`src/rtl/stage_ex_mdu_pkg.sv`:
```
// Shared types for the EX-stage multiply/divide unit.
// Holds the M-extension func3 encoding, the MDU FSM state type and
// small op-decode helpers used by the top and the divider.
package stage_ex_mdu_pkg;

  typedef enum logic [2:0] {
    MD_MUL    = 3'd0,
    MD_MULH   = 3'd1,
    MD_MULHSU = 3'd2,
    MD_MULHU  = 3'd3,
    MD_DIV    = 3'd4,
    MD_DIVU   = 3'd5,
    MD_REM    = 3'd6,
    MD_REMU   = 3'd7
  } md_op_t;

  typedef enum logic [1:0] {
    MDU_IDLE = 2'd0,
    MDU_MUL  = 2'd1,
    MDU_DIV  = 2'd2,
    MDU_DONE = 2'd3
  } mdu_state_t;

  // func3[2] separates divide/remainder from multiply
  function automatic logic op_is_div(input md_op_t op);
    return op[2];
  endfunction

  // DIV and REM are the signed divide flavours (func3[0] clear)
  function automatic logic op_is_signed_div(input md_op_t op);
    return op[2] & ~op[0];
  endfunction

  function automatic logic op_is_rem(input md_op_t op);
    return op[2] & op[1];
  endfunction

endpackage

```
`src/rtl/stage_ex_mdu_divider.sv`:
```
// Iterative restoring divider, one quotient bit per cycle.
// Latency: XLEN iterations (first on the start edge) then done_o with sign-fixed result.
// Backpressure: none; result_o is valid only while done_o is high, abort_i drops the op.
// Ports: start_i/abort_i control, signed_i/rem_i select flavour, done_o/result_o out.
module md_divider #(
  parameter int XLEN = 32
) (
  input  logic            clk,
  input  logic            rst_ni,
  input  logic            start_i,
  input  logic            abort_i,
  input  logic            signed_i,
  input  logic            rem_i,
  input  logic [XLEN-1:0] dividend_i,
  input  logic [XLEN-1:0] divisor_i,
  output logic            done_o,
  output logic [XLEN-1:0] result_o
);

  localparam int CW = $clog2(XLEN);

  logic            run_q, run_d;
  logic [CW-1:0]   cnt_q, cnt_d;
  logic [XLEN-1:0] rem_q, rem_d, quo_q, quo_d, dvs_q, dvs_d;
  logic            qneg_q, qneg_d, rneg_q, rneg_d, rsel_q, rsel_d;

  logic [XLEN-1:0] r_in, q_in, d_in, r_nx, q_nx;
  logic [XLEN:0]   shifted, diff;

  always_comb begin
    run_d  = run_q;
    cnt_d  = cnt_q;
    rem_d  = rem_q;
    quo_d  = quo_q;
    dvs_d  = dvs_q;
    qneg_d = qneg_q;
    rneg_d = rneg_q;
    rsel_d = rsel_q;

    // The start edge already performs the first iteration on the magnitudes,
    // which is what lets the whole op fit in XLEN+1 cycles.
    if (start_i) begin
      r_in = '0;
      q_in = (signed_i && dividend_i[XLEN-1]) ? -dividend_i : dividend_i;
      d_in = (signed_i && divisor_i[XLEN-1])  ? -divisor_i  : divisor_i;
    end else begin
      r_in = rem_q;
      q_in = quo_q;
      d_in = dvs_q;
    end

    shifted = {r_in, q_in[XLEN-1]};
    diff    = shifted - {1'b0, d_in};
    r_nx    = diff[XLEN] ? shifted[XLEN-1:0] : diff[XLEN-1:0];
    q_nx    = {q_in[XLEN-2:0], ~diff[XLEN]};

    if (abort_i) begin
      run_d = 1'b0;
    end else if (start_i) begin
      run_d  = 1'b1;
      cnt_d  = CW'(XLEN - 1);
      rem_d  = r_nx;
      quo_d  = q_nx;
      dvs_d  = d_in;
      qneg_d = signed_i & (dividend_i[XLEN-1] ^ divisor_i[XLEN-1]);
      rneg_d = signed_i & dividend_i[XLEN-1];
      rsel_d = rem_i;
    end else if (run_q) begin
      if (cnt_q != '0) begin
        rem_d = r_nx;
        quo_d = q_nx;
        cnt_d = cnt_q - 1'b1;
      end else begin
        run_d = 1'b0;
      end
    end
  end

  always_ff @(posedge clk or negedge rst_ni) begin
    if (!rst_ni) begin
      run_q  <= 1'b0;
      cnt_q  <= '0;
      rem_q  <= '0;
      quo_q  <= '0;
      dvs_q  <= '0;
      qneg_q <= 1'b0;
      rneg_q <= 1'b0;
      rsel_q <= 1'b0;
    end else begin
      run_q  <= run_d;
      cnt_q  <= cnt_d;
      rem_q  <= rem_d;
      quo_q  <= quo_d;
      dvs_q  <= dvs_d;
      qneg_q <= qneg_d;
      rneg_q <= rneg_d;
      rsel_q <= rsel_d;
    end
  end

  // Sign fix: quotient negative when operand signs differ, remainder follows dividend.
  assign done_o   = run_q && (cnt_q == '0);
  assign result_o = rsel_q ? (rneg_q ? -rem_q : rem_q) : (qneg_q ? -quo_q : quo_q);

endmodule

```
`src/rtl/stage_ex_mdu.sv`:
```
// EX-stage RV M-extension unit: pipelined multiply, iterative divide (build macro MDU_DIV_EN).
// Latency: MUL_LAT for multiplies, XLEN+1 for divides, 1 for divide special cases / disabled divider.
// Backpressure: busy_o stalls upstream while in flight; stall_i freezes a presented result (DONE).
// Ports: squash_i/stall_i from hazard unit, valid_i/md_en_i/md_op_i/op1_i/op2_i/rd_addr_i in,
//        busy_o to hazard unit, registered out_valid_o/result_o/rd_addr_o/illegal_o out.
module stage_ex_mdu
  import stage_ex_mdu_pkg::*;
#(
  parameter int XLEN    = 32,
  parameter int MUL_LAT = 2
) (
  input  logic            clk,
  input  logic            rst_ni,
  input  logic            squash_i,
  input  logic            stall_i,
  input  logic            valid_i,
  input  logic            md_en_i,
  input  md_op_t          md_op_i,
  input  logic [XLEN-1:0] op1_i,
  input  logic [XLEN-1:0] op2_i,
  input  logic [4:0]      rd_addr_i,
  output logic            busy_o,
  output logic            out_valid_o,
  output logic [XLEN-1:0] result_o,
  output logic [4:0]      rd_addr_o,
  output logic            illegal_o
);

  // Product delay line depth; the output register supplies the last stage.
  localparam int PD = (MUL_LAT > 1) ? MUL_LAT - 1 : 1;

  mdu_state_t      state_q, state_d;
  logic [2:0]      cnt_q, cnt_d;
  logic [4:0]      rd_q, rd_d;
  logic [XLEN-1:0] mul_pipe_q [PD];
  logic [XLEN-1:0] mul_pipe_d [PD];
  logic            out_valid_q, out_valid_d, illegal_q, illegal_d;
  logic [XLEN-1:0] result_q, result_d;
  logic [4:0]      rd_out_q, rd_out_d;

  logic                   is_div_op, accept, quick, complete, busy;
  logic signed [XLEN:0]   mul_a, mul_b;
  logic signed [2*XLEN+1:0] prod;
  logic [XLEN-1:0]        mul_res, spec_res, quick_res, cmp_res, div_res;
  logic                   spec_ill, quick_ill, div_special, div_done, cmp_ill;
  logic [4:0]             cmp_rd;

  assign is_div_op = op_is_div(md_op_i);
  // A presented result frozen by stall_i still owns the output register.
  assign accept = (state_q == MDU_IDLE) && valid_i && md_en_i && !squash_i &&
                  !(out_valid_q && stall_i);

  // One (XLEN+1)-bit signed multiply covers all four flavours via operand extension.
  always_comb begin
    mul_a   = {(md_op_i == MD_MULH || md_op_i == MD_MULHSU) & op1_i[XLEN-1], op1_i};
    mul_b   = {(md_op_i == MD_MULH) & op2_i[XLEN-1], op2_i};
    prod    = mul_a * mul_b;
    mul_res = (md_op_i == MD_MUL) ? prod[XLEN-1:0] : prod[2*XLEN-1:XLEN];
  end

`ifdef MDU_DIV_EN
  logic div_zero, div_ovf;

  always_comb begin
    div_zero    = (op2_i == '0);
    div_ovf     = op_is_signed_div(md_op_i) && (op1_i == {1'b1, {(XLEN-1){1'b0}}}) && (&op2_i);
    div_special = div_zero || div_ovf;
    spec_ill    = 1'b0;
    if (div_zero) spec_res = op_is_rem(md_op_i) ? op1_i : '1;
    else          spec_res = op_is_rem(md_op_i) ? '0 : op1_i;
  end

  md_divider #(.XLEN(XLEN)) u_div (
    .clk        (clk),
    .rst_ni     (rst_ni),
    .start_i    (accept && is_div_op && !div_special),
    .abort_i    (squash_i),
    .signed_i   (op_is_signed_div(md_op_i)),
    .rem_i      (op_is_rem(md_op_i)),
    .dividend_i (op1_i),
    .divisor_i  (op2_i),
    .done_o     (div_done),
    .result_o   (div_res)
  );
`else
  // No divider: every divide finishes on the accept edge flagged illegal.
  assign div_special = 1'b1;
  assign spec_res    = '0;
  assign spec_ill    = 1'b1;
  assign div_done    = 1'b0;
  assign div_res     = '0;
`endif

  // Ops that complete on the accept edge itself (L=1).
  assign quick     = is_div_op ? div_special : (MUL_LAT == 1);
  assign quick_res = is_div_op ? spec_res : mul_res;
  assign quick_ill = is_div_op & spec_ill;

  always_comb begin
    mul_pipe_d[0] = mul_res;
    for (int i = 1; i < PD; i++) mul_pipe_d[i] = mul_pipe_q[i-1];
  end

  always_comb begin
    state_d  = state_q;
    cnt_d    = cnt_q;
    rd_d     = rd_q;
    complete = 1'b0;
    busy     = 1'b0;
    cmp_res  = quick_res;
    cmp_rd   = rd_q;
    cmp_ill  = 1'b0;

    case (state_q)
      MDU_IDLE: begin
        if (accept) begin
          rd_d = rd_addr_i;
          if (quick) begin
            complete = 1'b1;
            cmp_rd   = rd_addr_i;
            cmp_ill  = quick_ill;
            state_d  = stall_i ? MDU_DONE : MDU_IDLE;
          end else begin
            busy    = 1'b1;
            cnt_d   = (MUL_LAT >= 2) ? 3'(MUL_LAT - 2) : 3'd0;
            state_d = is_div_op ? MDU_DIV : MDU_MUL;
          end
        end
      end
      MDU_MUL: begin
        if (cnt_q == '0) begin
          complete = 1'b1;
          cmp_res  = mul_pipe_q[PD-1];
          state_d  = stall_i ? MDU_DONE : MDU_IDLE;
        end else begin
          busy  = 1'b1;
          cnt_d = cnt_q - 3'd1;
        end
      end
      MDU_DIV: begin
        if (div_done) begin
          complete = 1'b1;
          cmp_res  = div_res;
          state_d  = stall_i ? MDU_DONE : MDU_IDLE;
        end else begin
          busy = 1'b1;
        end
      end
      MDU_DONE: begin
        busy = 1'b1;
        if (!stall_i) state_d = MDU_IDLE;
      end
      default: state_d = MDU_IDLE;
    endcase

    if (squash_i) state_d = MDU_IDLE;

    out_valid_d = 1'b0;
    result_d    = result_q;
    rd_out_d    = rd_out_q;
    illegal_d   = illegal_q;
    if (squash_i) begin
      out_valid_d = 1'b0;
    end else if (out_valid_q && stall_i) begin
      out_valid_d = 1'b1;
    end else if (complete) begin
      out_valid_d = 1'b1;
      result_d    = cmp_res;
      rd_out_d    = cmp_rd;
      illegal_d   = cmp_ill;
    end
  end

  always_ff @(posedge clk or negedge rst_ni) begin
    if (!rst_ni) begin
      state_q     <= MDU_IDLE;
      cnt_q       <= '0;
      rd_q        <= '0;
      out_valid_q <= 1'b0;
      result_q    <= '0;
      rd_out_q    <= '0;
      illegal_q   <= 1'b0;
      for (int i = 0; i < PD; i++) mul_pipe_q[i] <= '0;
    end else begin
      state_q     <= state_d;
      cnt_q       <= cnt_d;
      rd_q        <= rd_d;
      out_valid_q <= out_valid_d;
      result_q    <= result_d;
      rd_out_q    <= rd_out_d;
      illegal_q   <= illegal_d;
      for (int i = 0; i < PD; i++) mul_pipe_q[i] <= mul_pipe_d[i];
    end
  end

  // busy is partly combinational from valid_i, so force it low during reset.
  assign busy_o      = rst_ni & busy;
  assign out_valid_o = out_valid_q;
  assign result_o    = result_q;
  assign rd_addr_o   = rd_out_q;
  assign illegal_o   = illegal_q;

endmodule

```
`config.mk`:
```
export PLATFORM = sky130hd
export DESIGN_NAME = stage_ex_mdu
export DESIGN_NICKNAME = d
export VERILOG_FILES = /design/src/rtl/stage_ex_mdu_pkg.sv /design/src/rtl/stage_ex_mdu_divider.sv /design/src/rtl/stage_ex_mdu.sv
export SDC_FILE = /design/constraint.sdc
export NUM_CORES = 2
export LEC_CHECK = 0
export ABC_AREA = 1
export CAP_MARGIN = 10
export CORE_MARGIN = 2
export CORE_UTILIZATION = 35
export DETAILED_ROUTE_END_ITERATION = 8
export GPL_ROUTABILITY_DRIVEN = 1
export GPL_TIMING_DRIVEN = 0
export PLACE_DENSITY = 0.5
export SYNTH_ARGS = -nofsm -noshare
export SYNTH_HDL_FRONTEND = slang
export SYNTH_SLANG_ARGS = --single-unit
```
`constraint.sdc`:
```
create_clock -name clk -period 1.6 [get_ports clk]
set_input_delay 0.16 -clock clk [delete_from_list [all_inputs] [get_ports clk]]
set_output_delay 0.16 -clock clk [all_outputs]
set_load 0.02 [all_outputs]
```
# Word-level counts from Yosys, hierarchy flattened
# Cells that the tools add are included.
[totals]
inputBits = 78
out_inout_bits = 40
reg_bits = 81
wordCells = 78
[classes]
bitwise = 5
n_addsub = 1
n_mul = 1
mux = 34
eq_ne = 12
reduce_logical = 17
[op_table]
columns = ["operator", "count"]
rows = [
  ["$mux 32", 4],
  ["$mul 33x33->64", 1],
  ["$mux 5", 3],
  ["$mux 2", 7],
  ["$mux 1", 13],
  ["$mux 3", 3],
  ["$ne 3x3->1 const B", 3],
  ["$ne 2x2->1 const B", 4],
  ["$reduce_and 4->1", 2],
  ["$logic_not 3->1", 2],
  ["$pmux 2 s3", 1],
  ["$pmux 3 s2", 1],
  ["$logic_and 1x1->1", 5],
  ["$eq 2x2->1 const B", 2],
  ["$and 1x1->1", 3],
  ["$eq 3x1->1 const B", 1],
  ["$eq 3x2->1 const B", 1],
  ["$pmux 1 s3", 1],
  ["$reduce_and 3->1", 1],
  ["$sub 3x1->3 const B", 1],
  ["$eq 2x1->1 const B", 1],
  ["$logic_not 1->1", 2],
  ["$logic_not 2->1", 1],
  ["$not 1->1", 2],
  ["5 further kinds", 5],
]

# Depth between registers and ports, before layout
[logic_depth]
word_depth = 10
mapped_depth = 37
depth_no_buf = 37

# Worst setup path before layout
# No wires, ideal clock.
[synth_path]
kind = "input to register"
from = "input port op1_i[31]"
to = "register mul_pipe_q[31] (netlist bit)"
path_slack_ns = -5.827
stages = 33
setup_ns = 0.120
n_path_buf = 2
t_required_ns = 1.480
arrival_time_ns = 7.306
cell_sequence = "buf_2 nand2_1 nor2_2 nand2_2 inv_1 clkbuf_1 nand2_1 fa_1 fa_1 inv_1 fa_1 inv_1 fa_1 inv_1 fa_1 inv_1 fa_1 inv_1 fa_1 inv_1 fa_1 inv_1 ha_1 inv_1 nor3_1 nand2_1 nor2_1 and2_1 nand2_1 nand2_1 nand3_1 nand3_1 nand2_1"
[synth_lines]
columns = ["element", "line_no", "text"]
rows = [
  ["start, declared", "stage_ex_mdu.sv:19", "input logic [XLEN-1:0] op1_i,"],
  ["end, declared", "stage_ex_mdu.sv:35", "logic [XLEN-1:0] mul_pipe_q [PD];"],
]

==> impl_metrics.json <==
{
  "maxCapViolCount": 0,
  "port_buffers": 53,
  "worst_slack_ps": -5680,
  "wl_per_cell_um": 24.3,
  "cp_top_family": "adder cells",
  "drive_gt1_frac": 0.180,
  "cts_buffer_depth": 2,
  "grt_max_degree": 51,
  "arrival_ps": 7550,
  "htree_levels": 3,
  "reg2reg_from": "out_valid_o$_DFF_PN0_",
  "cts_tree": "done",
  "cp.required_ps": 1870,
  "grt_pass1_wl_um": 264000,
  "grt_usage": 0.290,
  "final_cell_mix": "1660 x inv_1, 1413 x nand2_1, 1067 x fa_1",
  "startpoint_type": "input pin",
  "numCtsBuffers": 9,
  "gp_congestion": 0.998,
  "area_growth_pct": 21.9,
  "io_pins": 118,
  "fmax_ghz": 0.137,
  "synth-async-reset-ratio": 1.00,
  "die_area_um2": 128000,
  "path_max_fanout": 5,
  "hold_viol": 0,
  "final_common_cell": "inv_1",
  "path_buf_inv": 15,
  "relSlewSlack": 0.337,
  "timing.critical_path.slowest_cell_delay_ps": 690,
  "drtIter0Drc": 3212,
  "rsz0062_at_grt": "true",
  "rr_endpoint": "result_o[18]$_DFFE_PN0P_",
  "slowest_stage": "fa_2",
  "fin_crit_sh": 4.55,
  "hold_path_startpoint": "stall_i",
  "whs_path_depth": 3,
  "worstMarginPinSlew_ps": 995,
  "via_per_inst": 4.96,
  "outcome": "complete, but fails checks",
  "ys_warn_count": 0,
  "slew_violations": 0,
  "die_w_um": 357,
  "ff2ff_setup_slack_ps": -60,
  "cts-root-buf": "clkbuf_16",
  "synth-edff-count": 0,
  "antenna_found_initial": 13,
  "initial_core_util": 0.353,
  "synth_top_family_by_area": "adder cells",
  "place_inst": 7289,
  "fin_crit_ps": 7280,
  "syn-num-nets": 7014,
  "synthSimpleGateAreaFrac": 0.175,
  "muxShareOfSynthArea": 0,
  "grt-ovfl-total": 0,
  "crit_cells": 37,
  "syn_inst": 5597,
  "pre_cts_slack_ps": -7760,
  "first_pass_iters": 5,
  "postSynthAreaPerCell_um2": 7.81,
  "reg2reg_depth": 14,
  "finClkSkew_ps": 7.53,
  "clkLatencyLatePin_ps": 340,
  "ys_seq_area_frac": 0.0464,
  "synthAdderAreaFrac": 0.577,
  "synth-compound-area-share": 0.0268,
  "setup_tns_ps": -173020,
  "drc": 0,
  "end_kind": "flip-flop",
  "utilization": 0.430,
  "synth_xor_area_frac": 0.00220,
  "finalSetupViolations": 61,
  "nets": 7264,
  "critPathKind": "in2reg",
  "fin_cells": 7494,
  "num_rows": 129,
  "vias": 37200,
  "wirelength_um": 182000,
  "clkTransAtPathRegs_ps": 60,
  "violations": "setup timing",
  "fp.coreArea_um2": 124000,
  "final_antenna_net_count": 0,
  "synth_ff_type": "dfrtp_1",
  "syn_area_um2": 43700,
  "dp_hpwl_um": 153000,
  "crit_path_frequent_cell": "fa_1",
  "synth.distinct_cells": 36,
  "ys_ff_latch": 81,
  "worstHoldEndpoint": "state_q[0]$_DFFE_PN0P_",
  "grt_pass1_vias": 39100,
  "dieHeight_um": 357,
  "clock-sinks": 81,
  "worstHoldPathType": "in2reg"
}
==> through the flow <==
stage,cell area (um^2),hold WS (ps)
finish,53300,264
global route,53300,297
CTS,50800,222
detailed placement,47100,144
global placement,47100,462
floorplan,44500,-136
==> cell usage after synthesis (3+ instances only) <==
master	number	area, um^2
fa_1	1125	22500
nand4_1	23	144
o211ai_1	5	37.5
dfrtp_1	81	2030
nand2_2	5	31.3
and2_1	3	18.8
xnor2_1	7	61.3
buf_4	5	37.5
inv_1	1721	6460
o21ai_0	82	410
ha_1	214	2680
o21bai_1	17	128
xor2_1	4	35.0
nor2_1	163	612
o21ai_1	12	60.1
buf_2	5	25.0
clkbuf_1	271	1020
nand3b_1	4	30.0
a21oi_1	93	465
nand2_1	1577	5920
nand3_2	3	30.0
a21o_1	3	22.5
or2_2	13	81.3
nor3_1	10	50.1
nand3_1	129	646
nor2_2	7	43.8
==> layer usage <==
metal	vias to the layer above	part of all wire	GRT usage
li1	16000	-	-
met1	19200	0.41	0.389
met2	1550	0.45	0.464
met3	339	0.083	0.0479
met4	8	0.056	0.126
met5	-	0.00031	0
==> worst max-delay path by stage <==
stage	startpoint	end	slack (ps)
2_1_floorplan	op1_i[31]	mul_pipe_q[31]$_DFF_PN0_	-5370
3_3_place_gp	md_op_i[2]	mul_pipe_q[31]$_DFF_PN0_	-7750
3_5_place_dp	md_op_i[2]	mul_pipe_q[31]$_DFF_PN0_	-7760
4_1_cts	md_op_i[2]	mul_pipe_q[22]$_DFF_PN0_	-5640
5_1_grt	md_op_i[2]	mul_pipe_q[31]$_DFF_PN0_	-5870
6_report	md_op_i[2]	mul_pipe_q[31]$_DFF_PN0_	-5680
==> cells by family (layout without fill, tap and decap cells) <==
family | Yosys count | after routing
buffers and inverters | 2007 | 2262
and+or+nand+nor | 1941 | 1941
adders and majority gates | 1339 | 1339
AOI/OAI and AO/OA | 218 | 218
DFF | 81 | 81
xor gates and xnor gates | 11 | 11
other | 0 | 5
==> cell type report <==
cell class,count,area [um^2]
Antenna cell,5,12.5
Buffer,281,3160
Clock buffer,14,274
Clock inverter,2,35.0
Fill cell,12700,70500
Inverter,1724,6540
Multi-Input combinational cell,3509,36800
Sequential cell,81,2030
Tap cell,1637,2050
Timing Repair Buffer,240,2380
Timing Repair inverter,1,16.3
==> flip-flops by register name (all words and copies together) (netlist names) <==
| name | flops |
|---|---|
| mul_pipe_q | 32 |
| result_o | 32 |
| rd_addr_o | 5 |
| rd_q | 5 |
| cnt_q | 3 |
| state_q | 2 |
| illegal_o | 1 |
| out_valid_o | 1 |
==> worst register-to-register path: cells and delay by family (launching register included) <==
family	cells	cell delay, ps
and+or+nand+nor	7	580
buffers and inverters	6	540
DFF	1	380
AOI/OAI and AO/OA	1	60
==> what timing repair did <==
item,CTS,global route
setup endpoints to repair,71,72
setup buffers,87,91
hold endpoints to repair,31,0
pin swaps,102,186
hold buffers,2,0
gates resized for setup,768,589
cloned,0,8
Power is not shown: default switching activity piles up to over one toggle a cycle in this logic, so the estimate is an artifact.
